[config.mk]
export PLATFORM = sky130hd
export DESIGN_NAME = rsa_req_arbiter
export DESIGN_NICKNAME = d
export VERILOG_FILES = /design/src/rtl/rsa_req_arbiter.sv
export SDC_FILE = /design/constraint.sdc
export NUM_CORES = 1
export LEC_CHECK = 0
export CAP_MARGIN = 40
export CORE_ASPECT_RATIO = 1.75
export CORE_MARGIN = 3
export CORE_UTILIZATION = 39
export DETAILED_ROUTE_END_ITERATION = 10
export GPL_TIMING_DRIVEN = 0
export HOLD_SLACK_MARGIN = 0.06
export PLACE_DENSITY = 0.8
export SYNTH_ARGS = -nofsm -noshare
export SYNTH_HDL_FRONTEND = slang
export SYNTH_SLANG_ARGS = --single-unit
[constraint.sdc]
create_clock -name clk -period 1.4 [get_ports clk]
set_input_delay 0.14 -clock clk [delete_from_list [all_inputs] [get_ports clk]]
set_output_delay 0.14 -clock clk [all_outputs]
set_load 0.005 [all_outputs]
[src/rtl/rsa_req_arbiter.sv]
// rsa_req_arbiter: shares one rsa_top modular-exponentiation core between NREQ
// requesters. A round-robin pick captures the winner's key/data/n, runs the core's
// level start/done handshake, and returns the result (or an error) to that requester.
// Operands with n<2 are rejected without starting the core. A watchdog aborts a
// job that waits too long for core_done.
//
// Ports
//   clk, rst                  clock, synchronous active-high reset
//   req[NREQ]                 per-requester request level
//   req_key/req_data/req_n    flattened operands, requester i at [i*W +: W]
//   ack[NREQ]                 combinational one-cycle accept pulse (IDLE only)
//   rsp_valid[NREQ]           one-cycle response pulse for the granted requester
//   rsp_result, rsp_err       response payload, held between pulses
//   busy                      high whenever the FSM is not in IDLE
//   core_start/key/data/n     to rsa_top; operands stable from ISSUE through DRAIN
//   core_done, core_result    from rsa_top
module rsa_req_arbiter #(
  parameter int unsigned W           = 6,
  parameter int unsigned NREQ        = 2,
  parameter int unsigned TIMEOUT_CYC = 255
) (
  input  logic              clk,
  input  logic              rst,
  input  logic [NREQ-1:0]   req,
  input  logic [NREQ*W-1:0] req_key,
  input  logic [NREQ*W-1:0] req_data,
  input  logic [NREQ*W-1:0] req_n,
  output logic [NREQ-1:0]   ack,
  output logic [NREQ-1:0]   rsp_valid,
  output logic [W-1:0]      rsp_result,
  output logic              rsp_err,
  output logic              busy,
  output logic              core_start,
  output logic [W-1:0]      core_key,
  output logic [W-1:0]      core_data,
  output logic [W-1:0]      core_n,
  input  logic              core_done,
  input  logic [W-1:0]      core_result
);

  localparam int unsigned    PW       = (NREQ > 1) ? $clog2(NREQ) : 1;
  localparam int unsigned    WDW      = (TIMEOUT_CYC > 1) ? $clog2(TIMEOUT_CYC) : 1;
  localparam logic [NREQ-1:0] ONE_HOT0 = NREQ'(1);
  localparam logic [WDW-1:0]  WD_LAST  = WDW'(TIMEOUT_CYC - 1);

  typedef enum logic [1:0] {
    IDLE  = 2'd0,
    ISSUE = 2'd1,
    RESP  = 2'd2,
    DRAIN = 2'd3
  } state_t;

  state_t         state;
  state_t         state_d;
  logic [PW-1:0]  ptr;
  logic [PW-1:0]  gnt;
  logic           found;
  logic [WDW-1:0] wdog;
  logic [W-1:0]   sel_key;
  logic [W-1:0]   sel_data;
  logic [W-1:0]   sel_n;

  // Round-robin search: first requester after the last grant, wrapping around.
  always_comb begin
    gnt   = ptr;
    found = 1'b0;
    for (int unsigned k = 1; k <= NREQ; k++) begin
      if (!found && req[PW'((32'(ptr) + k) % NREQ)]) begin
        found = 1'b1;
        gnt   = PW'((32'(ptr) + k) % NREQ);
      end
    end
  end

  assign sel_key  = req_key[32'(gnt) * W +: W];
  assign sel_data = req_data[32'(gnt) * W +: W];
  assign sel_n    = req_n[32'(gnt) * W +: W];

  // Next-state and the combinational accept pulse.
  always_comb begin
    state_d = state;
    ack     = '0;
    case (state)
      IDLE: begin
        if (found && !rst) begin
          ack     = ONE_HOT0 << gnt;
          state_d = (sel_n < W'(2)) ? RESP : ISSUE;
        end
      end
      ISSUE: begin
        if (core_done || (wdog == WD_LAST)) state_d = RESP;
      end
      RESP:  state_d = DRAIN;
      // Never let a new start overlap a done left over from the previous job.
      DRAIN: begin
        if (!core_done) state_d = IDLE;
      end
      default: state_d = IDLE;
    endcase
  end

  // State register plus the registered datapath/outputs.
  always_ff @(posedge clk) begin
    if (rst) begin
      state      <= IDLE;
      ptr        <= PW'(NREQ - 1);
      wdog       <= '0;
      busy       <= 1'b0;
      core_start <= 1'b0;
      core_key   <= '0;
      core_data  <= '0;
      core_n     <= '0;
      rsp_valid  <= '0;
      rsp_result <= '0;
      rsp_err    <= 1'b0;
    end else begin
      state      <= state_d;
      busy       <= (state_d != IDLE);
      core_start <= (state_d == ISSUE);
      rsp_valid  <= '0;
      case (state)
        IDLE: begin
          if (state_d != IDLE) begin
            ptr       <= gnt;
            core_key  <= sel_key;
            core_data <= sel_data;
            core_n    <= sel_n;
            wdog      <= '0;
            // Degenerate modulus: answer immediately with an error.
            if (state_d == RESP) begin
              rsp_valid  <= ONE_HOT0 << gnt;
              rsp_result <= '0;
              rsp_err    <= 1'b1;
            end
          end
        end
        ISSUE: begin
          if (core_done) begin
            rsp_valid  <= ONE_HOT0 << ptr;
            rsp_result <= core_result;
            rsp_err    <= 1'b0;
          end else if (state_d == RESP) begin
            rsp_valid  <= ONE_HOT0 << ptr;
            rsp_result <= '0;
            rsp_err    <= 1'b1;
          end else begin
            wdog <= wdog + WDW'(1);
          end
        end
        default: ;
      endcase
    end
  end

endmodule

# Word level (Yosys, flattened, before mapping)
# Cells that the tools add are included.
# Widths: inputs -> output; s select.
dict set report classes {
  add_sub_neg 3
  n_mul 1
  magnitude_cmp 3
  n_eq_ne 9
  n_shift 5
  n_mux 32
  reduce_logical 11
}
# operator n
set op_table {}
lappend op_table {{$shiftx 12x5->6} 3}
lappend op_table {{$mux 8} 3}
lappend op_table {{$mux 2} 10}
lappend op_table {{$mux 6} 3}
lappend op_table {{$pmux 8 s2} 1}
lappend op_table {{$pmux 6 s2} 1}
lappend op_table {{$mux 1} 11}
lappend op_table {{$add 8x1->8 const B} 1}
lappend op_table {{$eq 8x8->1 const B} 1}
lappend op_table {{$pmux 2 s4} 1}
lappend op_table {{$eq 2x2->1 const B} 3}
lappend op_table {{$lt 6x2->1 const B} 1}
lappend op_table {{$ne 2x2->1 const B} 3}
lappend op_table {{$eq 2x1->1 const B} 2}
lappend op_table {{$lt 1x2->1 const B} 2}
lappend op_table {{$pmux 2 s2} 1}
lappend op_table {{$reduce_and 2->1} 2}
lappend op_table {{$reduce_and 4->1} 1}
lappend op_table {{$reduce_bool 2->1} 2}
lappend op_table {{$shl 1x1->2 const A} 2}
lappend op_table {{$mul 1x2->3 const B} 1}
lappend op_table {{$add 1x1->1 const B} 2}
lappend op_table {{$logic_and 1x1->1} 2}
lappend op_table {{$logic_not 1->1} 2}
lappend op_table {{other kinds (3)} 3}
dict set report word_totals {
  reg_bits 40
  in_bits 47
  out_inout_bits 31
  word_cells 75
}

# Logic depth before layout (Yosys ltp)
# Gate-level depths: netlist (run 1).
dict set report depth {
  depth_word 17
  depth_mapped 7
  mapped_depth_nobuf 6
}

# Worst setup path after synthesis (run 1)
# Ideal clock, no wire load.
dict set report synth_path {
  kind {register to register}
  from {register wdog[0]}
  to {register wdog[7]}
  setup_ns 0.071
  t_arrival_ns 1.448
  required_time_ns 1.329
  setup_slack_ns -0.118
  stages_incl_launch_ff 8
  n_path_buf 1
  synth_period_minus_slack_ns 1.518
  path_cell_list {dfxtp_1 inv_1 ha_1 nand3_1 o21ai_2 buf_6 or4_1 a21oi_1}
}
dict set report synth_via {
  elab_chain_cells 7
  word_cells_on_any_way 13
  classes_between {1 x add/sub; 4 x eq/ne; 5 x mux; 3 x reduce/logical}
}
# element line
set synth_lines {}
lappend synth_lines {{start: declaration} 58} ;# logic [WDW-1:0] wdog;
lappend synth_lines {{start signal: assignment} 147} ;# wdog <= wdog + WDW'(1);
lappend synth_lines {{$eq 8x8->1} 91} ;# if (core_done || (wdog == WD_LAST)) state_d = RESP;
lappend synth_lines {{$logic_or 1x1->1} 91}
lappend synth_lines {{$mux 2} 91}
lappend synth_lines {{$pmux 2 s4} 83} ;# case (state)
lappend synth_lines {{$eq 2x2->1 / $reduce_bool 2->1 (equally long branches)} {142, 123}}
lappend synth_lines {{$ne 2x2->1 (no line)} -}
lappend synth_lines {{$reduce_and 4->1 (no line)} -}
# Several ways; a longest one is shown, not always the timed one. The select of a mux whose other input is x is not followed.
# A chain may end at the register's enable or synchronous reset.

# Worst setup path in the final report (run 1)
dict set report layout_path {
  from {register state[1]}
  to {register rsp_valid[1]}
}
dict set report layout_via {
  elab_chain_cells 6
  word_cells_on_any_way 15
  classes_between {4 x eq/ne; 9 x mux; 2 x reduce/logical}
}
# element line
set layout_lines {}
lappend layout_lines {{start: declaration} 53} ;# state_t state;
lappend layout_lines {{start signal: assignment} 117} ;# state <= state_d;
lappend layout_lines {{$eq 2x2->1, or another cell as far along} 83}
lappend layout_lines {{$pmux 2 s4} 83}
lappend layout_lines {{$eq 2x2->1} {130, 142}}
lappend layout_lines {{$mux 2 (on tied branches)} {142, 130}}
lappend layout_lines {{$mux 2 (on tied branches)} {138, 123}}
lappend layout_lines {{$pmux 2 s2 (*)} 121} ;# case (state)
lappend layout_lines {{end signal: assignment} 131} ;# rsp_valid <= ONE_HOT0 << gnt;
lappend layout_lines {{end signal: assignment} 139} ;# rsp_valid <= ONE_HOT0 << ptr;
lappend layout_lines {{end signal: assignment} 143} ;# rsp_valid <= ONE_HOT0 << ptr;
lappend layout_lines {{end: declaration} 29} ;# output logic [NREQ-1:0] rsp_valid,
# Every way passes the cells marked *; elsewhere a longest branch is shown, timed or not.

==> results of run 1 <==
[worst paths after layout]
kind / endpoint / slack, ps
setup / recovery: rsp_valid[1] / -80
hold reg to reg: core_key[4] / 500
hold / removal: core_n[4] / 170
setup reg to reg: rsp_valid[1] / -80
[sequential cells by signal, summed over array words and instances (netlist names)]
name / count
core_key: 6
core_n: 6
core_data: 6
rsp_valid: 2
rsp_result: 6
state: 2
rsp_err: 1
wdog: 8
core_start: 1
ptr: 1
busy: 1
[placed cells by master (no fill, tap or decap), types with 4 or more instances in the layout]
master / synthesis / routed
a21oi_1: 10 / 8
dfxtp_2: 0 / 5
nand3_1: 18 / 16
nor2_1: 29 / 28
clkdlybuf4s50_1: 0 / 70
a211oi_2: 1 / 6
a311oi_1: 4 / 4
dfxtp_1: 40 / 32
mux2i_1: 13 / 12
a211oi_1: 15 / 10
and3_1: 7 / 6
buf_6: 2 / 10
a32oi_1: 6 / 5
clkbuf_8: 0 / 5
buf_4: 1 / 17
nand2_1: 20 / 19
[synth_stat cells, types with 2 or more instances]
library cell	instances	area, um2
nor2_1	29	108.9
o31ai_1	3	22.52
nand2_1	20	75.07
nand3_1	18	90.09
nor3_1	2	10.01
a211oi_1	15	112.6
o21ai_0	3	15.01
mux2i_1	13	130.1
and3_1	7	43.79
buf_2	5	25.02
a21oi_1	10	50.05
or4_1	3	22.52
dfxtp_1	40	800.8
and4_1	3	26.28
ha_1	2	25.02
inv_1	5	18.77
nand2b_1	3	18.77
nand4_1	3	18.77
a32oi_1	6	52.55
clkbuf_1	4	15.01
or3_1	3	18.77
a311oi_1	4	35.03
buf_6	2	22.52
[worst max-delay path: cells and delay by family (launching register included)]
family                 cells  cell delay [ps]
AOI/OAI and AO/OA          1              200
buffers and inverters      3              340
DFF                        1              380
and+or+nand+nor            2              480
[cell families after synthesis]
logic type	synth area share
and+or+nand+nor	0.2811
AOI/OAI and AO/OA	0.1853
DFF	0.3980
buffers and inverters	0.04974
muxes	0.06467
xor gates and xnor gates	0.008708
adders and majority gates	0.01244
[metrics by stage]
step                      instance area, um2  power [uW]
after floorplan                         2031        1810
after global placement                  2859        2283
after detailed placement                2859        2300
after CTS                               3219        3519
after global routing                    3358        3768
final                                   3358        3616
[final cells by class]
cell class / count / area [um2] / share of cell area
inverter: 7 / 31.28 / 0.009314
sequential: 40 / 818.3 / 0.2437
clock inverter: 2 / 60.06 / 0.01788
buffer: 11 / 95.09 / 0.02832
multi-input combinational: 171 / 1265 / 0.3767
timing repair buffer: 99 / 952.2 / 0.2835
tap: 54 / 67.56 / 0.02012
clock buffer: 5 / 68.82 / 0.02049
[where the power goes]
group / leakage [uW] / total (uW) / internal [uW] / switching [uW]
clock: 0.0000642 / 1100 / 702 / 399
sequential: 0.000332 / 1360 / 1270 / 92.2
combinational: 0.000909 / 1150 / 652 / 500
total: 0.00130 / 3620 / 2620 / 991
[timing repair]
action	CTS	global route
resized for setup	37	38
cloned	0	0
endpoints found under the setup margin	41	41
pin swaps	12	24
buffers inserted	20	3
[metal layers]
| metal | part of all wire | wire, um | global-route usage | vias to the layer above |
|---|---|---|---|---|
| met3 | 0.045 | 306 | 0.03718 | 19 |
| met4 | 0.034 | 229 | 0.1177 | 0 |
| li1 | - | - | - | 1058 |
| met1 | 0.35 | 2353 | 0.2170 | 1069 |
| met5 | 0 | 0 | 0 | - |
| met2 | 0.57 | 3866 | 0.3867 | 94 |
==> flow_metrics.tcl, run 1 <==
set metrics [dict create \
    dp_cells 361 \
    syn_inst 231 \
    htree_levels 2 \
    cts_sinks 40 \
    end_kind "flop" \
    die_area_um2 6091 \
    place_hpwl_mm 4.333 \
    dr_total_vias 2240 \
    cts_tree "done" \
    syn_nets 280 \
    initial_utilization 0.4042 \
    crit_slowest_cell "dfxtp_4" \
    yosysSeqAreaShare 0.3980 \
    path_max_fanout 4 \
    worstSetupPathType "reg2reg" \
    fin_ws_ps -82.39 \
    violations "setup timing" \
    whs_path_depth 3 \
    cts_hold_buf 0 \
    cts_buffer_depth 2 \
    boundaryPins 78 \
    report.final.slew_viol_count 0 \
    syn_area_per_cell_um2 8.710 \
    hold_violations 0 \
    cts.reportedPaths.clkPinSlew_ps 80 \
    grt_pass1_vias 2105 \
    drive_gt1_frac 0.2448 \
    area_delta_synth_final_pct 66.92 \
    yosys_register_bits 40 \
    fin_cells 389 \
    period_minus_slack_ps 1482 \
    grt_antenna_before_repair 0 \
    fin_tns_setup_ps -502.9 \
    diodes 0 \
    worst_skew_pair.late_latency_ps 290 \
    holdWs_ps 171.7 \
    worstHoldStart "req_n[4]" \
    power_leakage_uw 0.001305 \
    grt_start_max_net_pins 13 \
    async_reset_ff_frac 0 \
    finalClockSkew_ps 7.510 \
    maxCapViolCount 0 \
    cp_cell_sequence "clkinv_4 -> nand4_1 -> buf_4 -> buf_6 -> or3_4 -> a211oi_2" \
    drtPass1Iterations 7 \
    rr_startpoint "state[1]" \
    tightest_slew_ps 494.4 \
    antenna_left 0 \
    start_kind "flop" \
    cts_root_buf "clkbuf_8" \
    timing.final.crit_share 1.059 \
    drt-wirelength-per-cell_um 17.37 \
    wl_mm 6.755 \
    grt_pass1_wl_mm 9.784 \
    drc 0 \
    worstPathArrival_ps 1700 \
    synth-edff-count 0 \
    critPathLaunch "state[1]" \
    ys_types 51 \
    cts_buffers 5 \
    fillers 359 \
    netlist_area_um2 2012 \
    drt_iter0_drc 78 \
    ys.flop_type "dfxtp_1" \
    max_stage_delay_ps 380 \
    required_ps 1610 \
    die_y_um 101.0 \
    rsz0062_at_grt "true" \
    hold_path.class "in2reg" \
    io_buffers 76 \
    utilization 0.6747 \
    maxSlewHeadroom 0.6704 \
    grt_util_all_layers 0.2125 \
    run_status "finished with violations" \
    grt_overflow_total 0 \
    die_w_um 60.30 \
    synth_warnings 0 \
    peakVddDrop_v 0.0009699 \
    post-place-ws_ps -645.4 \
    timing.fmax_ghz 0.6746 \
    setup_viol 16 \
    fp.coreArea_um2 4977 \
    rr_worst_depth 6 \
    place.gp.congestion 0.8264 \
    num_rows 34 \
    final_nets 384 \
    via_per_inst 5.758 \
    power_density_nw_per_um2 1077 \
]
(Power assumes the default switching activity.)
==> run 2: changes to the inputs <==
--- a/config.mk
+++ b/config.mk
@@ -5,14 +5,15 @@
 export SDC_FILE = /design/constraint.sdc
 export NUM_CORES = 1
 export LEC_CHECK = 0
+export ABC_CLOCK_PERIOD_IN_PS = 1600
 export CAP_MARGIN = 40
 export CORE_ASPECT_RATIO = 1.75
 export CORE_MARGIN = 3
-export CORE_UTILIZATION = 39
+export CORE_UTILIZATION = 44
 export DETAILED_ROUTE_END_ITERATION = 10
 export GPL_TIMING_DRIVEN = 0
 export HOLD_SLACK_MARGIN = 0.06
-export PLACE_DENSITY = 0.8
+export PLACE_DENSITY = 0.84
 export SYNTH_ARGS = -nofsm -noshare
 export SYNTH_HDL_FRONTEND = slang
 export SYNTH_SLANG_ARGS = --single-unit
==> constraint.sdc (replaced) <==
create_clock -name clk -period 1.6 [get_ports clk]
set_input_delay 0.16 -clock clk [delete_from_list [all_inputs] [get_ports clk]]
set_output_delay 0.16 -clock clk [all_outputs]
set_load 0.005 [all_outputs]
==> run 2 against run 1 <==
  * The run now ends clean
  * Wire length shrank 14%
  * Combinational power shrank 26%
  * Hold slack lost 9.9 ps
  * Register-to-register slack gained 90 ps
  * Global-route usage grew 1.3 points
  * First-iteration DRC count shrank 29%
  * Core utilization grew 4.2 points
  * Critical endpoint unchanged
  * Largest cell class unchanged
==> flow_metrics.tcl, run 2 (synthesis results as in run 1) <==
set metrics [dict create \
    grt_pass1_wl_mm 9.570 \
    cts_root_buf "clkbuf_8" \
    tightest_slew_ps 519.9 \
    post-place-ws_ps -465.7 \
    drt_iter0_drc 55 \
    cpMostUsedCell "buf_4" \
    report.final.slew_viol_count 0 \
    hold_violations 0 \
    grt_overflow_total 0 \
    place_hpwl_mm 4.363 \
    wl_mm 5.834 \
    start_kind "flop" \
    cts_buffers 5 \
    place.gp.congestion 0.8500 \
    r2r_end "rsp_valid[1]" \
    cts_hold_buf 0 \
    die_area_um2 5452 \
    rr_startpoint "state[1]" \
    layout_commonest_cell "clkdlybuf4s50_1" \
    drtPass1Iterations 4 \
    htree_levels 2 \
    power_density_nw_per_um2 933.4 \
    worstHoldStart "rst" \
    via_per_inst 5.720 \
    hold_end "rsp_valid[0]" \
    maxCapViolCount 0 \
    final_nets 371 \
    die_w_um 57.12 \
    drc 0 \
    hold_path.class "in2reg" \
    io_buffers 76 \
    worstPathArrival_ps 1820 \
    whs_path_depth 2 \
    peakVddDrop_v 0.0007493 \
    boundaryPins 78 \
    utilization 0.7164 \
    cts_sinks 40 \
    fin_area_um2 3057 \
    dr_total_vias 2128 \
    finalClockSkew_ps 1.571 \
    num_rows 31 \
    final_cell_mix "73 x clkdlybuf4s50_1, 37 x dfxtp_1, 28 x nor2_1, 20 x nand2_1, 17 x nand3_1" \
    grt_antenna_before_repair 0 \
    worst_skew_pair.late_latency_ps 290 \
    placed_area_um2 2834 \
    path_max_fanout 7 \
    power_leakage_uw 0.001172 \
    setup_viol 0 \
    cp_cell_sequence "buf_6 -> inv_4 -> nand4_1 -> buf_4 -> buf_4 -> or3_4 -> a211oi_2" \
    area_delta_synth_final_pct 51.93 \
    timing.final.crit_share 0.9972 \
    cts_buffer_depth 2 \
    drive_gt1_frac 0.1579 \
    grt_util_all_layers 0.2256 \
    diodes 0 \
    maxSlewHeadroom 0.6534 \
    cts_tree "done" \
    rrSetupSlack_ps 5 \
    initial_utilization 0.4716 \
    fillers 321 \
    die_y_um 95.46 \
    path_buf_inv 4 \
    cts.reportedPaths.clkPinSlew_ps 70 \
    antenna_left 0 \
    fin_ws_ps 4.543 \
    drt-wirelength-per-cell_um 15.68 \
    timing.fmax_ghz 0.6268 \
    max_stage_delay_ps 380 \
    end_kind "flop" \
    critPathTopFamily "buffers and inverters" \
    grt_pass1_vias 2061 \
    worstSetupPathType "reg2reg" \
    top_register "wdog" \
    period_minus_slack_ps 1595 \
    fp.coreArea_um2 4267 \
    largest_reg_flops 8 \
    p_total_uw 2853 \
    required_ps 1820 \
    rsz0062_at_grt "true" \
    run_status "completed" \
    rr_worst_depth 7 \
    crit_slowest_cell "or3_4" \
    grt_start_max_net_pins 13 \
]
==> run 2: cell type report <==
| class | instances | area, um2 | area share |
|---|---|---|---|
| Clock inverter | 2 | 35.03 | 0.01146 |
| Buffer | 13 | 85.08 | 0.02783 |
| Tap cell | 49 | 61.31 | 0.02006 |
| Sequential cell | 40 | 804.5 | 0.2632 |
| Timing Repair Buffer | 84 | 810.8 | 0.2652 |
| Clock buffer | 6 | 72.57 | 0.02374 |
| Inverter | 7 | 28.78 | 0.009415 |
| Multi-Input combinational cell | 171 | 1159 | 0.3790 |
==> run 2: metrics by stage <==
stage          hold WS [ps]  cells  setup TNS [ps]
6_report              161.8    372               0
5_1_grt               180.5    372          -191.2
4_1_cts               158.5    368               0
3_5_place_dp          475.2    356           -6401
3_3_place_gp          465.6    356           -5446
2_1_floorplan         282.2    231               0
==> run 2: what timing repair did <==
item	4_1_cts	5_1_grt
gates cloned	0	1
gates resized for setup	18	13
pin swaps	2	4
endpoints found under the setup margin	3	7
setup buffers	4	3
==> run 2: how the worst max path moves through the flow <==
stage          slack [ps]     start            to  cells after the start
6_report                5  state[1]  rsp_valid[1]                      7
2_1_floorplan          80   wdog[0]       wdog[7]                      7
3_3_place_gp         -460    req[1]        ack[1]                      6
4_1_cts                 4  state[1]  rsp_valid[0]                      7
3_5_place_dp         -470    req[1]        ack[1]                      6
5_1_grt               -70  state[1]  rsp_valid[1]                      7
==> run 2: worst reg2reg max path, stage by stage, from the launching register on <==
cell and delay (ps):
dfxtp_1 310, buf_6 130, inv_4 60, nand4_1 110
buf_4 160, buf_4 140, or3_4 380, a211oi_2 210
==> run 2: power breakdown <==
group	leakage (uW)	total (uW)	switching, uW	internal [uW]
Sequential	0.000328	1190	75.4	1110
Combinational	0.000788	854	373	481
Clock	0.0000552	812	349	463
==> run 2: per-layer routing <==
metal | part of all wire | wire length, um | global-route usage
met1 | 0.33 | 1946 | 0.2310
met2 | 0.57 | 3324 | 0.4094
met3 | 0.065 | 380 | 0.06775
met4 | 0.031 | 183 | 0.1083
met5 | 0 | 0 | 0
==> edit (flow settings as in run 2) <==
Make the reset (`rst`) asynchronous in one clocked block. Comments in the files are not updated.
--- a/src/rtl/rsa_req_arbiter.sv
+++ b/src/rtl/rsa_req_arbiter.sv
@@ -100,7 +100,7 @@
   end
 
   // State register plus the registered datapath/outputs.
-  always_ff @(posedge clk) begin
+  always_ff @(posedge clk or posedge rst) begin
     if (rst) begin
       state      <= IDLE;
       ptr        <= PW'(NREQ - 1);
Behaviour: differs if rst is asserted again (counterexample within 4 cycles, from zero or initial values and one cycle with rst high); with rst held inactive, the same outputs for 10 cycles.
==> edit against run 2 <==
  * The flow now finishes with violations (negative setup slack)
  * Non-clock buffer count rose by 9
  * Maximum frequency down 13%
  * Critical endpoint is now ack[1]
  * Sequential cell count unchanged
  * Critical path type is now flip-flop to output pin
  * Area after synthesis is 5.8% lower
  * Worst setup slack lost 0.23 ns
  * Cell area up 8.5%
  * Core utilization increased by 8.2 points
  * Routed wire length increased by 8.2%
Power is not compared: it rests on default switching activity, and its combinational part moved more than twofold at a synthesized area within 25%.
==> edit: results <==
run_status:
  status: "finished with violations"
  violations: "negative setup slack"
placed_design:
  dpl.hpwl_mm: 3.444
  io_buffers: 77
  pre_cts_slack_ns: -0.8206
  gp_congestion: 0.7998
synthesis:
  ys_top_cells_by_count: "39 x dfrtp_1, 25 x nand2_1, 22 x o21ai_0"
  async_reset_ff_share_pct: 100.0
  yosysWarnings: 0
  synth.area.top_cells: "dfrtp_1 52%, mux2i_1 9.5%, o21ai_0 5.8%"
  syn_nets: 229
  synth_cell_types: 32
  synth-seq-area-share_pct: 52.91
setup_path:
  critPathMaxStageDelay_ns: 0.57
  cp-startpoint: "state[0]$_DFF_PP0_"
  crit_path_end: "ack[1]"
  reg2reg_depth: 6
  r2r_slack_ns: -0.18
  crit_arrival_ns: 1.67
  timing.rr.end: "wdog[3]$_DFFE_PP0P_"
  slowest_stage: "or4_4"
  crit_path_max_fanout: 5
timing:
  worst_pin_slew_ns: 0.8309
  skew_ns: 0.01022
  worst_slack_ns: -0.2258
  setup_viol: 35
drt:
  finalWirelength_mm: 6.313
  drtIter0Drc: 47
  vias_per_cell: 5.488
global_route:
  grt_pass1_vias: 1817
  grt_pass1_wl_mm: 8.921
  track_usage_pct: 22.83
cells_and_area:
  n_fill_cell: 241
  fin_nets: 333
  drive_above_1_share_pct: 27.02
min_path:
  holdPathEnd: "core_n[5]$_DFFE_PP0P_"
  hp-start: "req_n[11]"
  hold_depth: 3
==> edit: layer usage <==
| metal | vias up | global-route usage [%] | routed length (µm) |
|---|---|---|---|
| li1 | 847 | - | - |
| met1 | 887 | 23.29 | 2318 |
| met2 | 74 | 40.61 | 3488 |
| met3 | 25 | 5.579 | 260 |
| met4 | 0 | 14.60 | 245 |
| met5 | - | 0 | 0 |
==> edit: final cells by class <==
type	count	area, µm²	area share (%)
Sequential cell	40	1003	30.26
Clock buffer	8	90.09	2.717
Multi-Input combinational cell	125	1047	31.58
Buffer	7	126.4	3.811
Timing Repair Buffer	99	964.7	29.09
Inverter	6	22.52	0.6792
Tap cell	49	61.31	1.849
==> edit: worst max-delay path: cells and delay by family, from the launching register on <==
kind | cells | cell delay, ns
DFF | 1 | 0.45
and+or+nand+nor | 2 | 0.63
buffers and inverters | 2 | 0.29
==> edit: through the flow <==
stage               util [%]  std cells  power (mW)  instance area (µm²)  hold slack [ns]
CTS                    74.19        322       4.635                 3079           0.3172
global route           79.89        334       5.449                 3316           0.3564
finish                 79.89        334       5.189                 3316           0.3157
detailed placement     65.72        306       3.536                 2728           0.4691
floorplan                  -        180       2.573                 1896           0.2927
global placement       65.72        306       3.484                 2728           0.4614
==> edit: kinds of logic after synthesis <==
group | synth area share (%)
compound gates | 15.26
xor+xnor | 1.849
fa+ha+maj | 1.321
buf+inv | 3.434
flops | 52.91
mux | 9.511
simple gates | 15.72
==> edit: power by group <==
part           switching, mW  leakage (nW)  internal [mW]
clock network          0.352        0.0455          0.352
logic                   1.18         0.957           1.64
registers              0.262         0.509           1.40
==> edit: repair_timing <==
action	4_1_cts	5_1_grt
resized for setup	66	33
buffers inserted	7	14
pin swaps	5	18
endpoints found under the setup margin	35	39
gates cloned	3	0
